[config.mk]
export PLATFORM = sky130hd
export DESIGN_NAME = ctrl_pipe
export DESIGN_NICKNAME = d
export VERILOG_FILES = /design/src/rtl/ctrl_pipe.sv
export SDC_FILE = /design/constraint.sdc
export NUM_CORES = 1
export LEC_CHECK = 0
export ABC_AREA = 1
export BUFFER_PORTS_ARGS = -buffer_cell sky130_fd_sc_hd__buf_4
export CORE_ASPECT_RATIO = 1.5
export CORE_MARGIN = 2
export CORE_UTILIZATION = 40
export CTS_CLUSTER_DIAMETER = 60
export DETAILED_ROUTE_END_ITERATION = 16
export HOLD_SLACK_MARGIN = 0.12
export PLACE_DENSITY = 0.65
export SETUP_SLACK_MARGIN = 0.02
export SLEW_MARGIN = 20
export SYNTH_ARGS = -nofsm -noshare
export SYNTH_HDL_FRONTEND = slang
export SYNTH_SLANG_ARGS = --single-unit
[constraint.sdc]
create_clock -name clk -period 2.2 [get_ports clk]
set_input_delay 0.33 -clock clk [delete_from_list [all_inputs] [get_ports clk]]
set_output_delay 0.33 -clock clk [all_outputs]
set_load 0.05 [all_outputs]
[src/rtl/ctrl_pipe.sv]
// ctrl_pipe: per-stage control-word pipeline with stall, flush and bubble
// handling, plus a saturating counter of input-blocked cycles.
// Optional feature macro: CTRL_PIPE_STALLPROP_EN
//   defined   -> a stall propagates toward stage 0 and a bubble is injected
//                behind the stalled stage.
//   undefined -> each stage stalls on its own request only; downstream stages
//                keep loading from the held stage.
module ctrl_pipe #(
    parameter int WIDTH  = 19,
    parameter int STAGES = 3
) (
    input  logic                      clk,
    input  logic                      rst,
    input  logic [WIDTH-1:0]          in_ctrl,
    input  logic                      in_valid,
    output logic                      in_ready,
    input  logic [STAGES-1:0]         stall,
    input  logic [STAGES-1:0]         flush,
    output logic [STAGES*WIDTH-1:0]   out_ctrl,
    output logic [STAGES-1:0]         out_valid,
    output logic [15:0]               stall_cycles
);

    logic [WIDTH-1:0]  ctrl_r   [STAGES];
    logic [STAGES-1:0] valid_r;
    logic [15:0]       stall_cnt_r;

    logic [STAGES-1:0] estall_s;
    logic [STAGES-1:0] bubble_s;
    logic [WIDTH-1:0]  feed_ctrl_s [STAGES];
    logic [STAGES-1:0] feed_valid_s;

`ifdef CTRL_PIPE_STALLPROP_EN
    // Effective stall: a held stage also holds every stage upstream of it.
    always_comb begin
        logic [STAGES-1:0] acc;
        acc = '0;
        acc[STAGES-1] = stall[STAGES-1];
        for (int i = STAGES - 2; i >= 0; i--) begin
            acc[i] = stall[i] | acc[i+1];
        end
        estall_s = acc;
    end

    // Bubble: a moving stage whose upstream neighbour holds takes an empty slot.
    always_comb begin
        bubble_s = '0;
        for (int i = 1; i < STAGES; i++) begin
            bubble_s[i] = estall_s[i-1] & ~estall_s[i];
        end
    end
`else
    // Effective stall: each stage only honours its own request.
    always_comb begin
        estall_s = stall;
    end

    // No bubble injection: the caller keeps hazards consistent.
    always_comb begin
        bubble_s = '0;
    end
`endif

    // Load source per stage: masked input for stage 0, previous stage otherwise.
    always_comb begin
        feed_ctrl_s[0]  = in_valid ? in_ctrl : {WIDTH{1'b0}};
        feed_valid_s    = '0;
        feed_valid_s[0] = in_valid;
        for (int i = 1; i < STAGES; i++) begin
            feed_ctrl_s[i]  = ctrl_r[i-1];
            feed_valid_s[i] = valid_r[i-1];
        end
    end

    // Stage registers: reset, then flush, then hold, then bubble, then load.
    always_ff @(posedge clk) begin
        if (rst) begin
            for (int i = 0; i < STAGES; i++) begin
                ctrl_r[i] <= {WIDTH{1'b0}};
            end
            valid_r <= '0;
        end else begin
            for (int i = 0; i < STAGES; i++) begin
                if (flush[i]) begin
                    ctrl_r[i]  <= {WIDTH{1'b0}};
                    valid_r[i] <= 1'b0;
                end else if (estall_s[i]) begin
                    ctrl_r[i]  <= ctrl_r[i];
                    valid_r[i] <= valid_r[i];
                end else if (bubble_s[i]) begin
                    ctrl_r[i]  <= {WIDTH{1'b0}};
                    valid_r[i] <= 1'b0;
                end else begin
                    ctrl_r[i]  <= feed_ctrl_s[i];
                    valid_r[i] <= feed_valid_s[i];
                end
            end
        end
    end

    // Saturating count of cycles in which stage 0 refused input.
    always_ff @(posedge clk) begin
        if (rst) begin
            stall_cnt_r <= 16'h0000;
        end else if (!in_ready && (stall_cnt_r != 16'hFFFF)) begin
            stall_cnt_r <= stall_cnt_r + 16'h0001;
        end else begin
            stall_cnt_r <= stall_cnt_r;
        end
    end

    // Pack stage registers onto the flat output bus.
    always_comb begin
        out_ctrl = '0;
        for (int i = 0; i < STAGES; i++) begin
            out_ctrl[i*WIDTH +: WIDTH] = ctrl_r[i];
        end
    end

    assign out_valid    = valid_r;
    assign in_ready     = ~estall_s[0];
    assign stall_cycles = stall_cnt_r;

endmodule
==> flow_metrics.env, run 1 <==
export IMPL_status="completed"
export IMPL_fmax_mhz=646
export IMPL_postSynthCellCount=357
export IMPL_post_cts_setup_buffers=0
export IMPL_fillCellCount=728
export IMPL_internal_power_mw=2.59
export IMPL_die_area_um2=8940
export IMPL_whs_ns=0.194
export IMPL_synth_top_area_cell="edfxtp_1"
export IMPL_fin_tns_setup_ns=0
export IMPL_die_height_um=115
export IMPL_leakage_nw=2.08
export IMPL_post_cts_resized=0
export IMPL_cts_buffers_inserted=9
export IMPL_vdd_ir_drop_max_mv=0.463
export IMPL_synth_main_ff_cell="edfxtp_1"
export IMPL_finalWirelength_mm=6.54
export IMPL_finalSetupViolations=0
export IMPL_rsz0062_at_grt="false"
export IMPL_grt_pass1_vias=2437
export IMPL_seq_power_share_pct=46.6
export IMPL_power_density_nw_per_um2=785
export IMPL_cts_sinks=76
export IMPL_slew_headroom_pct=49.8
export IMPL_grt_pass1_wl_mm=10.8
export IMPL_wl_per_cell_um=11.4
export IMPL_slew_viol_final=0
export IMPL_crit_path_top_delay_cell="dfxtp_1"
export IMPL_drt_initial_drc_count=200
export IMPL_cp_data_required_time_ns=2.42
export IMPL_crit_chain="ha_1 -> inv_1 -> nor2_2 -> nand2_2 -> clkinv_2 -> nand2_1 -> nand2_1 -> inv_1 -> nor2_1 -> nor2_1"
export IMPL_portBuffers=104
export IMPL_track_usage_pct=15.7
export IMPL_end_kind="flip-flop"
export IMPL_synth_most_common_cell="nor2_1"
export IMPL_cts_hold_buf=0
export IMPL_synth_seq_cells=76
export IMPL_yosys_top_cells_count="nor2_1 (98), inv_1 (81), edfxtp_1 (57)"
export IMPL_yosysWarnings=0
export IMPL_critical_path_buf_inv_count=3
export IMPL_synth_top_area_share_pct=52.3
export IMPL_area_growth_synth_to_final_pct=35.5
export IMPL_ys_types=23
export IMPL_finalHoldViolations=0
export IMPL_p_clk_share_pct=41.7
export IMPL_switching_share_pct=25.4
export IMPL_switchingPower_mw=0.885
export IMPL_crit_type="flip-flop to flip-flop"
export IMPL_synth_edf_count=57
export IMPL_hpwl_mm=5.11
export IMPL_synth_top_cells_by_area="edfxtp_1 (52%), dfxtp_1 (12%), nor2_1 (11%), inv_1 (9.3%), nand2_1 (5.4%)"
export IMPL_rows=40
export IMPL_postRouteAntennaNets=0
export IMPL_cts_tree="done"
export IMPL_nNetsFinal=493
export IMPL_maxCapViolCount=0
export IMPL_antenna_found_initial=0
export IMPL_coreArea_um2=7960
export IMPL_grt_max_degree=21
export IMPL_h_tree_depth=3
export IMPL_io_pins=105
export IMPL_worstMarginPinSlew_ns=0.751
export IMPL_skew_ns=0.00720
export IMPL_viasPerCell=4.42
export IMPL_overflow=0
export IMPL_antenna_cells=0
export IMPL_ys_async_sr_fraction_pct=0
export IMPL_place_congestion=0.910
export IMPL_root_buffer="clkbuf_16"
export IMPL_netlist_area_um2=3270
export IMPL_path_clk_slew_ns=0.06
export IMPL_initial_core_util_pct=41.1
export IMPL_clk_latency_ns=0.33
export IMPL_critPathLaunchType="flip-flop"
export IMPL_final_period_utilization_pct=70.4
export IMPL_cp_arrival_ns=1.77
export IMPL_path_max_fanout=6
export IMPL_cpLargestDelayFamily="simple AND/OR/NAND/NOR gates"
export IMPL_synth_avg_cell_area_um2=9.17
export IMPL_drive_gt1_share_pct=27.3
export IMPL_synth_seq_area_share_pct=63.9
export IMPL_combPwrFrac_pct=11.8
export IMPL_routed_via_count=2537
export IMPL_synth_nets=386
export IMPL_firstDrtPassIters=6
export IMPL_post_route_min_period_ns=1.55
export IMPL_cpPeakStageDelay_ns=0.40
export IMPL_hp_class="input pin to flip-flop"
export IMPL_drc=0
export IMPL_die_w_um=77.9
export IMPL_clockBufferDepth=2
-- final cells by class --
type / instances / area, µm² / share of cell area (%)
Clock buffer: 9 / 225 / 5.08
Clock inverter: 7 / 76.3 / 1.72
Inverter: 83 / 313 / 7.05
Multi-Input combinational cell: 190 / 817 / 18.4
Sequential cell: 76 / 2090 / 47.2
Tap cell: 105 / 131 / 2.96
Timing Repair Buffer: 104 / 781 / 17.6
-- metrics by stage --
stage,worst slack (ns),cell area [µm²],cells,total power [mW],utilization [%]
after floorplan,0.480,3270,357,1.92,-
after global placement,0.670,4130,558,2.06,51.9
after detailed placement,0.603,4130,558,2.07,51.9
after CTS,0.653,4440,574,3.51,55.7
after global routing,0.464,4440,574,3.62,55.7
final,0.651,4440,574,3.48,55.7
-- power by group through the flow --
stage	registers [mW]	clock network, mW	logic, mW
finish	1.62	1.45	0.410
CTS	1.62	1.48	0.414
floorplan	1.85	0	0.0735
detailed placement	1.65	0	0.413
global placement	1.65	0	0.410
global route	1.63	1.56	0.436
-- worst paths after layout --
kind                   start         endpoint  slack [ns]  cells after the start
min                 stall[2]     out_valid[2]        0.19                      2
min reg2reg     out_valid[2]     out_valid[2]        0.45                      2
max reg2reg  stall_cycles[0]  stall_cycles[1]        0.65                     10
max          stall_cycles[0]  stall_cycles[1]        0.65                     10
-- cell usage in the layout (no fill, tap or decap) --
master      count
nand3_2         3
dfxtp_1        19
nor3_1          2
nand4_1         2
inv_6           1
nand3_4         1
nor2_4          1
ha_1            1
clkinv_4        3
o21ai_0         5
a21oi_1        11
buf_4         104
clkinvlp_4      1
clkinv_2        1
nand3_1        16
nand2_2         1
nand2_1        47
clkbuf_16       9
edfxtp_1       57
bufinv_16       1
inv_1          81
clkinv_1        2
nor2_2          2
nor2_1         98
-- registers in the layout, indices dropped and copies added (netlist names) --
signal	flops
out_valid	3
stall_cycles	16
ctrl_r	57
-- layer usage --
layer	global-route usage [%]	vias up	wire length, µm
li1	-	1306	-
met1	17.6	1121	2510
met2	27.5	94	3370
met3	3.45	16	485
met4	8.81	0	172
met5	0	-	0
-- cell families (layout without fill, tap and decap cells) --
group	Yosys count	after routing	synth area share, %
AND/OR/NAND/NOR	173	173	22.1
buffers and inverters	91	203	11.2
flip-flops	76	76	63.9
AO/OA/AOI/OAI	16	16	2.45
adder cells (fa/ha/maj)	1	1	0.382
(Power assumes the default switching activity.)
==> run 2: changes to the inputs <==
Settings changed: PLACE_DENSITY 0.65 to 0.68.
Clock period 2.2 ns to 1.2 ns, I/O delays scaled along.
==> flow_metrics.env, run 2 (synthesis results as in run 1) <==
export IMPL_rows=40
export IMPL_h_tree_depth=3
export IMPL_violations="negative setup slack"
export IMPL_whs_ns=0.146
export IMPL_leakage_nw=2.36
export IMPL_end_kind="flip-flop"
export IMPL_r2r_start="stall_cycles[1]"
export IMPL_path_max_fanout=7
export IMPL_place_congestion=0.828
export IMPL_fin_ws_ns=-0.106
export IMPL_r2r_end="stall_cycles[9]"
export IMPL_track_usage_pct=18.3
export IMPL_finalSetupViolations=16
export IMPL_r2r_setup_slack_ns=-0.11
export IMPL_cts_sinks=76
export IMPL_crit_type="flip-flop to flip-flop"
export IMPL_path_clk_slew_ns=0.06
export IMPL_initial_core_util_pct=41.1
export IMPL_worstMarginPinSlew_ns=0.293
export IMPL_crit_path_top_delay_cell="dfxtp_4"
export IMPL_area_growth_synth_to_final_pct=55.3
export IMPL_drive_gt1_share_pct=41.6
export IMPL_overflow=0
export IMPL_cp_data_required_time_ns=1.42
export IMPL_layout_commonest_cell="buf_4"
export IMPL_largest_reg_flops=57
export IMPL_cp_endpoint="stall_cycles[9]"
export IMPL_nNetsFinal=534
export IMPL_viasPerCell=4.52
export IMPL_coreArea_um2=7960
export IMPL_drc=0
export IMPL_fin_tns_setup_ns=-1.04
export IMPL_die_w_um=77.9
export IMPL_hp_class="input pin to flip-flop"
export IMPL_slew_headroom_pct=80.4
export IMPL_cts_tree="done"
export IMPL_io_pins=105
export IMPL_grt_pass1_vias=2823
export IMPL_post_route_min_period_ns=1.31
export IMPL_layout_common_cells="buf_4 (122), nor2_1 (91), inv_1 (77)"
export IMPL_finalWirelength_mm=7.67
export IMPL_finalHoldViolations=0
export IMPL_maxCapViolCount=0
export IMPL_startpoint="stall_cycles[1]"
export IMPL_final_period_utilization_pct=109
export IMPL_slew_viol_final=0
export IMPL_portBuffers=104
export IMPL_critical_path_buf_inv_count=2
export IMPL_critPathLaunchType="flip-flop"
export IMPL_fmax_mhz=766
export IMPL_skew_ns=0.00528
export IMPL_vdd_ir_drop_max_mv=0.775
export IMPL_firstDrtPassIters=4
export IMPL_die_area_um2=8940
export IMPL_drt_initial_drc_count=82
export IMPL_antenna_cells=0
export IMPL_routed_via_count=2777
export IMPL_clockBufferDepth=2
export IMPL_grt_max_degree=21
export IMPL_status="complete, but fails checks"
export IMPL_cpPeakStageDelay_ns=0.37
export IMPL_die_height_um=115
export IMPL_wl_per_cell_um=12.5
export IMPL_antenna_found_initial=0
export IMPL_rsz0062_at_grt="true"
export IMPL_crit_chain="ha_4 -> inv_2 -> nor2_4 -> nand2_4 -> clkinv_4 -> nand3_4 -> a21oi_2 -> nor2_1"
export IMPL_crit_cells=8
export IMPL_grt_pass1_wl_mm=12.7
export IMPL_postRouteAntennaNets=0
export IMPL_cts_buffers_inserted=9
export IMPL_clk_latency_ns=0.33
export IMPL_hpwl_mm=5.71
export IMPL_top_register="ctrl_r"
export IMPL_power_density_nw_per_um2=1310
export IMPL_root_buffer="clkbuf_16"
export IMPL_cp_arrival_ns=1.53
export IMPL_worstRegToRegCells=8
export IMPL_cpLargestDelayFamily="simple AND/OR/NAND/NOR gates"
-- run 2: how the worst min path moves through the flow --
stage	startpoint	endpoint	depth (start not counted)
floorplan	stall[2]	out_valid[2]	1
global placement	stall[2]	out_valid[2]	2
detailed placement	stall[2]	out_valid[2]	2
CTS	flush[2]	out_valid[2]	4
global route	in_ctrl[11]	ctrl_r[0][11]	3
finish	in_ctrl[15]	ctrl_r[0][15]	3
-- run 2: where the power goes --
part / switching, mW / total, mW / internal, mW
clock network: 1.06 / 2.89 / 1.83
logic: 0.560 / 0.829 / 0.270
registers: 0.0527 / 2.95 / 2.90
-- run 2: through the flow --
step / util [%] / area, µm² / setup WS [ns] / instances / total power [mW]
2_1_floorplan: - / 3390 / -0.152 / 357 / 3.51
3_3_place_gp: 57.2 / 4550 / -0.135 / 594 / 3.80
3_5_place_dp: 57.2 / 4550 / -0.183 / 594 / 3.82
4_1_cts: 63.3 / 5040 / -0.108 / 615 / 6.74
5_1_grt: 63.9 / 5080 / -0.204 / 615 / 6.93
6_report: 63.9 / 5080 / -0.106 / 615 / 6.67
-- run 2: layer usage --
metal  up-vias  wire [µm]  global-route usage (%)
li1       1394          -                       -
met1      1270       2850                    18.7
met2       101       4190                    34.3
met3        12        501                    5.34
met4         0        127                    7.62
met5         -          0                       0
-- run 2: worst reg2reg max path: cells and delay by family (launching register included) --
family | cells | cell delay, ns
and+or+nand+nor | 4 | 0.41
buffers and inverters | 2 | 0.14
DFF | 1 | 0.37
adders and majority gates | 1 | 0.14
AOI/OAI and AO/OA | 1 | 0.16
-- run 2: cell type report --
type / instances / area [µm²]
multi-input cells: 191 / 963
inverters: 83 / 320
well taps: 105 / 131
clock inverters: 7 / 98.8
fillers: 650 / 2870
flip-flops and latches: 76 / 2140
repair buffers: 144 / 1200
clock buffers: 9 / 225
-- run 2: timing repair --
item	in CTS	in global routing
gates resized for setup	32	13
gates cloned	1	0
buffers inserted	2	0
hold buffers	2	0
pin swaps	4	3
setup endpoints to repair	24	42
endpoints found under the hold margin	2	0
